[config.mk]
export PLATFORM = sky130hd
export DESIGN_NAME = if_stage
export DESIGN_NICKNAME = d
export VERILOG_FILES = /design/src/rtl/if_stage.sv
export SDC_FILE = /design/constraint.sdc
export NUM_CORES = 1
export LEC_CHECK = 0
export CAP_MARGIN = 20
export CORE_MARGIN = 2
export CORE_UTILIZATION = 45
export DETAILED_ROUTE_END_ITERATION = 10
export GPL_ROUTABILITY_DRIVEN = 0
export PLACE_DENSITY = 0.8
export REMOVE_ABC_BUFFERS = 1
export SLEW_MARGIN = 20
export SYNTH_ARGS = -nofsm -noshare
export SYNTH_HDL_FRONTEND = slang
export SYNTH_SLANG_ARGS = --single-unit
[constraint.sdc]
create_clock -name clk -period 3.85 [get_ports clk]
set_input_delay 0.5775 -clock clk [delete_from_list [all_inputs] [get_ports clk]]
set_output_delay 0.5775 -clock clk [all_outputs]
set_load 0.05 [all_outputs]
[src/rtl/if_stage.sv]
// Instruction-fetch stage: owns PC and order count, fetches one word per request,
// predecodes it and presents a registered packet to ID with stall/redirect handling.
package if_stage_pkg;
  typedef struct packed {
    logic [31:0] inst;
    logic [31:0] pc;
    logic [63:0] order;
    logic [6:0]  opcode;
    logic [4:0]  rd_s;
    logic [2:0]  funct3;
    logic [4:0]  rs1_s;
    logic [4:0]  rs2_s;
    logic [6:0]  funct7;
    logic [31:0] i_imm;
    logic [31:0] s_imm;
    logic [31:0] b_imm;
    logic [31:0] u_imm;
    logic [31:0] j_imm;
  } if_id_stage_reg_t;
endpackage

module if_stage
  import if_stage_pkg::*;
#(
  parameter logic [31:0] RESET_PC = 32'h6000_0000
) (
  input  logic             clk,
  input  logic             rst,
  output logic [31:0]      imem_addr,
  output logic [3:0]       imem_rmask,
  input  logic [31:0]      imem_rdata,
  input  logic             imem_resp,
  input  logic             stall,
  input  logic             redirect,
  input  logic [31:0]      redirect_pc,
  output if_id_stage_reg_t if_id_stage_reg,
  output logic             if_id_valid
);

  typedef enum logic [1:0] {
    S_REQ,
    S_WAIT,
    S_HOLD,
    S_DRAIN
  } state_t;

  state_t           state_q, state_d;
  logic [31:0]      pc_q, pc_d;
  logic [63:0]      order_q, order_d;
  logic [31:0]      hold_q, hold_d;
  if_id_stage_reg_t pkt_q, pkt_d;
  logic             vld_q, vld_d;

  logic             accept;
  logic             deliver;
  logic [31:0]      word;

  function automatic if_id_stage_reg_t predecode(input logic [31:0] inst,
                                                 input logic [31:0] pc,
                                                 input logic [63:0] order);
    if_id_stage_reg_t p;
    p.inst   = inst;
    p.pc     = pc;
    p.order  = order;
    p.opcode = inst[6:0];
    p.rd_s   = inst[11:7];
    p.funct3 = inst[14:12];
    p.rs1_s  = inst[19:15];
    p.rs2_s  = inst[24:20];
    p.funct7 = inst[31:25];
    p.i_imm  = {{20{inst[31]}}, inst[31:20]};
    p.s_imm  = {{20{inst[31]}}, inst[31:25], inst[11:7]};
    p.b_imm  = {{19{inst[31]}}, inst[31], inst[7], inst[30:25], inst[11:8], 1'b0};
    p.u_imm  = {inst[31:12], 12'h000};
    p.j_imm  = {{11{inst[31]}}, inst[31], inst[19:12], inst[20], inst[30:21], 1'b0};
    return p;
  endfunction

  always_comb begin
    state_d = state_q;
    pc_d    = pc_q;
    order_d = order_q;
    hold_d  = hold_q;
    pkt_d   = pkt_q;
    vld_d   = vld_q;
    deliver = 1'b0;
    word    = imem_rdata;
    accept  = !vld_q || !stall;

    unique case (state_q)
      S_REQ:   state_d = S_WAIT;
      S_WAIT: begin
        if (imem_resp) begin
          if (accept) begin
            deliver = 1'b1;
          end else begin
            hold_d  = imem_rdata;
            state_d = S_HOLD;
          end
        end
      end
      S_HOLD: begin
        if (accept) begin
          deliver = 1'b1;
          word    = hold_q;
        end
      end
      S_DRAIN: if (imem_resp) state_d = S_REQ;
      default: state_d = S_REQ;
    endcase

    if (deliver) begin
      pc_d    = pc_q + 32'd4;
      state_d = S_REQ;
    end

    if (!(vld_q && stall)) begin
      if (deliver) begin
        pkt_d   = predecode(word, pc_q, order_q);
        vld_d   = 1'b1;
        order_d = order_q + 64'd1;
      end else begin
        vld_d = 1'b0;
      end
    end

    // A redirect discards everything in flight; an unanswered request must still be drained.
    if (redirect) begin
      pc_d    = redirect_pc & ~32'h3;
      vld_d   = 1'b0;
      hold_d  = '0;
      pkt_d   = pkt_q;
      order_d = order_q;
      state_d = ((state_q == S_WAIT || state_q == S_DRAIN) && !imem_resp) ? S_DRAIN : S_REQ;
    end
  end

  always_ff @(posedge clk) begin
    if (rst) begin
      state_q <= S_REQ;
      pc_q    <= RESET_PC;
      order_q <= '0;
      hold_q  <= '0;
      pkt_q   <= '0;
      vld_q   <= 1'b0;
    end else begin
      state_q <= state_d;
      pc_q    <= pc_d;
      order_q <= order_d;
      hold_q  <= hold_d;
      pkt_q   <= pkt_d;
      vld_q   <= vld_d;
    end
  end

  assign imem_addr       = {pc_q[31:2], 2'b00};
  assign imem_rmask      = (state_q == S_REQ && !rst) ? 4'hF : 4'h0;
  assign if_id_stage_reg = pkt_q;
  assign if_id_valid     = vld_q;

endmodule

==> impl_metrics.yaml <==
sta:
  final.setup_skew_ns: 0.00786
  slew_violations: 0
  maxSlewHeadroom_pct: 47.2
  setup_viol: 0
  max_freq_mhz: 342
  rsz0062_at_grt: "false"
  finalHoldViolCount: 0
  tightest_slew_ns: 0.792
  min_period_over_period_pct: 75.9
  period_needed_ns: 2.92
power_and_ir_drop:
  p_sw_share_pct: 33.5
  power_mw: 7.05
  p_seq_share_pct: 39.9
  p_per_area_mw_per_mm2: 442
  p_leak_nw: 5.09
  clkPwrFrac_pct: 35.1
  p_switching_mw: 2.36
  p_comb_share_pct: 25.0
  vdd_ir_drop_max_uv: 374
  internal_power_mw: 4.69
synthesis:
  yosys.area.top_type: "dfxtp_1"
  synth_cells: 1518
  synth_edf_count: 0
  synth_top_cell_area_share_pct: 41.8
  yosysWarnings: 0
  ys_ff_latch: 255
  synthArstFlopShare_pct: 0
  synthTopCellsByArea: "dfxtp_1 42%, buf_4 12%, nand2_1 9.6%"
  yosysUniqueCellTypes: 52
  synthFlopType: "dfxtp_1"
  yosysSeqAreaShare_pct: 41.8
  avgSynthCellArea_um2: 8.04
  syn_area_mm2: 0.0122
cells_and_area:
  layout_common_cells: "404 x clkdlybuf4s50_1, 312 x nand2_1, 254 x dfxtp_1, 169 x a21oi_1, 82 x nor2_1"
  nFillCells: 2328
  final_cells: 2062
  syn_to_final_growth_pct: 30.6
  largest_reg_flops: 126
  drive_gt1_share_pct: 4.54
  nNetsFinal: 1777
  final_common_cell: "clkdlybuf4s50_1"
drt:
  vias: 11075
  wl_per_cell_um: 17.3
  drc: 0
  drtIter0Drc: 713
  via_per_inst: 5.37
  first_pass_iters: 4
  finalWirelength_mm: 35.7
  ant_nets: 0
floorplan:
  design.core.area_mm2: 0.0268
  fp.dieH_um: 169
  die_x_um: 169
  num_rows: 60
  initial_utilization_pct: 45.5
  io_pins: 426
  die_area_mm2: 0.0285
setup_path:
  critical_path.startpoint_type: "register"
  worstReg2RegEnd: "order_q[54]"
  cp_slowest_cell: "clkdlybuf4s50_1"
  path_class: "reg -> out"
  critical_path.endpoint_type: "output pin"
  crit_arrival_ns: 2.35
  r2r_cells: 7
  regToRegSetupSlack_ns: 1.00
  cp_num_buf_inv: 3
  max_stage_delay_ns: 0.88
  crit_top_cell: "inv_1"
  crit_chain: "inv_1, ha_1, inv_1, nor2_1, clkdlybuf4s50_1"
  required_ns: 3.27
  worst-path-max-fanout: 5
  crit_family: "buffers and inverters"
  worstReg2RegStart: "state_q[0]"
grt:
  grt.met3_usage_pct: 3.65
  grt_pass1_wl_mm: 55.1
  grt-busiest-layer: "met2"
  grt_util_all_layers_pct: 23.9
  grt_pass1_vias: 10313
  use_met2_pct: 41.1
  grtUsageMet1_pct: 30.3
  grt_max_degree: 77
  antenna_found_initial: 2
  gr-total-overflow: 0
run_status:
  status: "complete, no violations"
clock_network:
  h-tree-depth: 1
  cts_resized: 0
  root_buffer: "clkbuf_16"
  cts_buffers: 27
  clockBufferDepth: 3
  cts_setup_buffers: 0
  clkLatencyLatePin_ns: 0.53
  clkTransAtPathRegs_ns: 0.06
  cts_sinks: 255
  hold_buffers: 0
  tritoncts: "yes"
place:
  io_buffer_count: 405
  post-dp-hpwl_mm: 25.4
  place_inst: 2013
hold_path:
  worstHoldPathCells: 2
  holdPathEnd: "order_q[8]"
  hold_class: "in -> reg"
  hp-start: "rst"
run:
  max-cap-violations: 0
per-stage QoR:
step                      cell area, µm²  TNS (ns)  hold WS (ns)  setup WS (ns)  utilization (%)
after floorplan                    10400  -1767.52         0.435         -22.61                -
after global placement             15100         0         0.441          0.753             56.3
after detailed placement           15100         0         0.446          0.686             56.3
after CTS                          15900         0         0.373          0.894             59.5
after global routing               15900         0         0.383          0.814             59.5
final                              15900         0         0.394          0.927             59.5
layout make-up:
type	instances	area, µm²	share of cell area [%]
Timing Repair Buffer	429	4250	26.6
Antenna cell	2	5.00	0.0314
Sequential cell	255	5110	32.0
Inverter	20	75.1	0.471
Tap cell	341	427	2.68
Clock inverter	10	81.3	0.510
Clock buffer	37	753	4.73
Multi-Input combinational cell	968	5250	32.9
worst max-delay path by stage:
stage / startpoint / to / slack [ns] / cells after the start
after floorplan: if_id_stage_reg[319] / if_id_stage_reg[319] / -22.61 / 2
after global placement: redirect / order_q[45] / 0.75 / 6
after detailed placement: redirect / order_q[55] / 0.69 / 6
after CTS: state_q[0] / imem_rmask[3] / 0.89 / 5
after global routing: if_id_stage_reg[319] / if_id_stage_reg[121] / 0.81 / 2
final: state_q[0] / imem_rmask[2] / 0.93 / 5
power by group through the flow:
stage / registers (mW) / logic, mW / clock network (mW)
3_5_place_dp: 2.87 / 1.76 / 0
2_1_floorplan: 3.54 / 0.413 / 0
5_1_grt: 2.82 / 1.83 / 2.64
6_report: 2.81 / 1.76 / 2.47
4_1_cts: 2.81 / 1.76 / 2.52
3_3_place_gp: 2.87 / 1.74 / 0
cell families (layout without fill, tap and decap cells):
| group | count (synthesis) | count (layout) | share of synthesized area [%] |
|---|---|---|---|
| flops | 255 | 255 | 41.8 |
| xor+xnor | 50 | 50 | 3.59 |
| simple gates | 580 | 580 | 21.9 |
| buf+inv | 312 | 496 | 15.9 |
| other cells | 1 | 20 | 0.0307 |
| fa+ha+maj | 7 | 7 | 0.718 |
| mux | 34 | 34 | 2.81 |
| compound gates | 279 | 279 | 13.3 |
per-layer routing:
metal	share of wire, %	vias up	routed length, µm
met5	0	-	0
met4	3.7	0	1320
met3	5.5	78	1960
met2	50	413	17700
met1	41	5253	14700
li1	-	5331	-
Yosys cell counts (16+ instances only):
master    count
a211oi_1     49
and4_1       16
xnor2_1      39
or3_1        30
nand4_1      26
nand2_1     312
a21oi_1     169
mux2i_1      32
buf_4       201
nor2_1       83
nor3_1       17
inv_1        20
clkbuf_1     77
nand3_1      33
nor4_1       21
dfxtp_1     255
o21ai_0      24
Note: power is estimated with default switching activity, not from simulation.
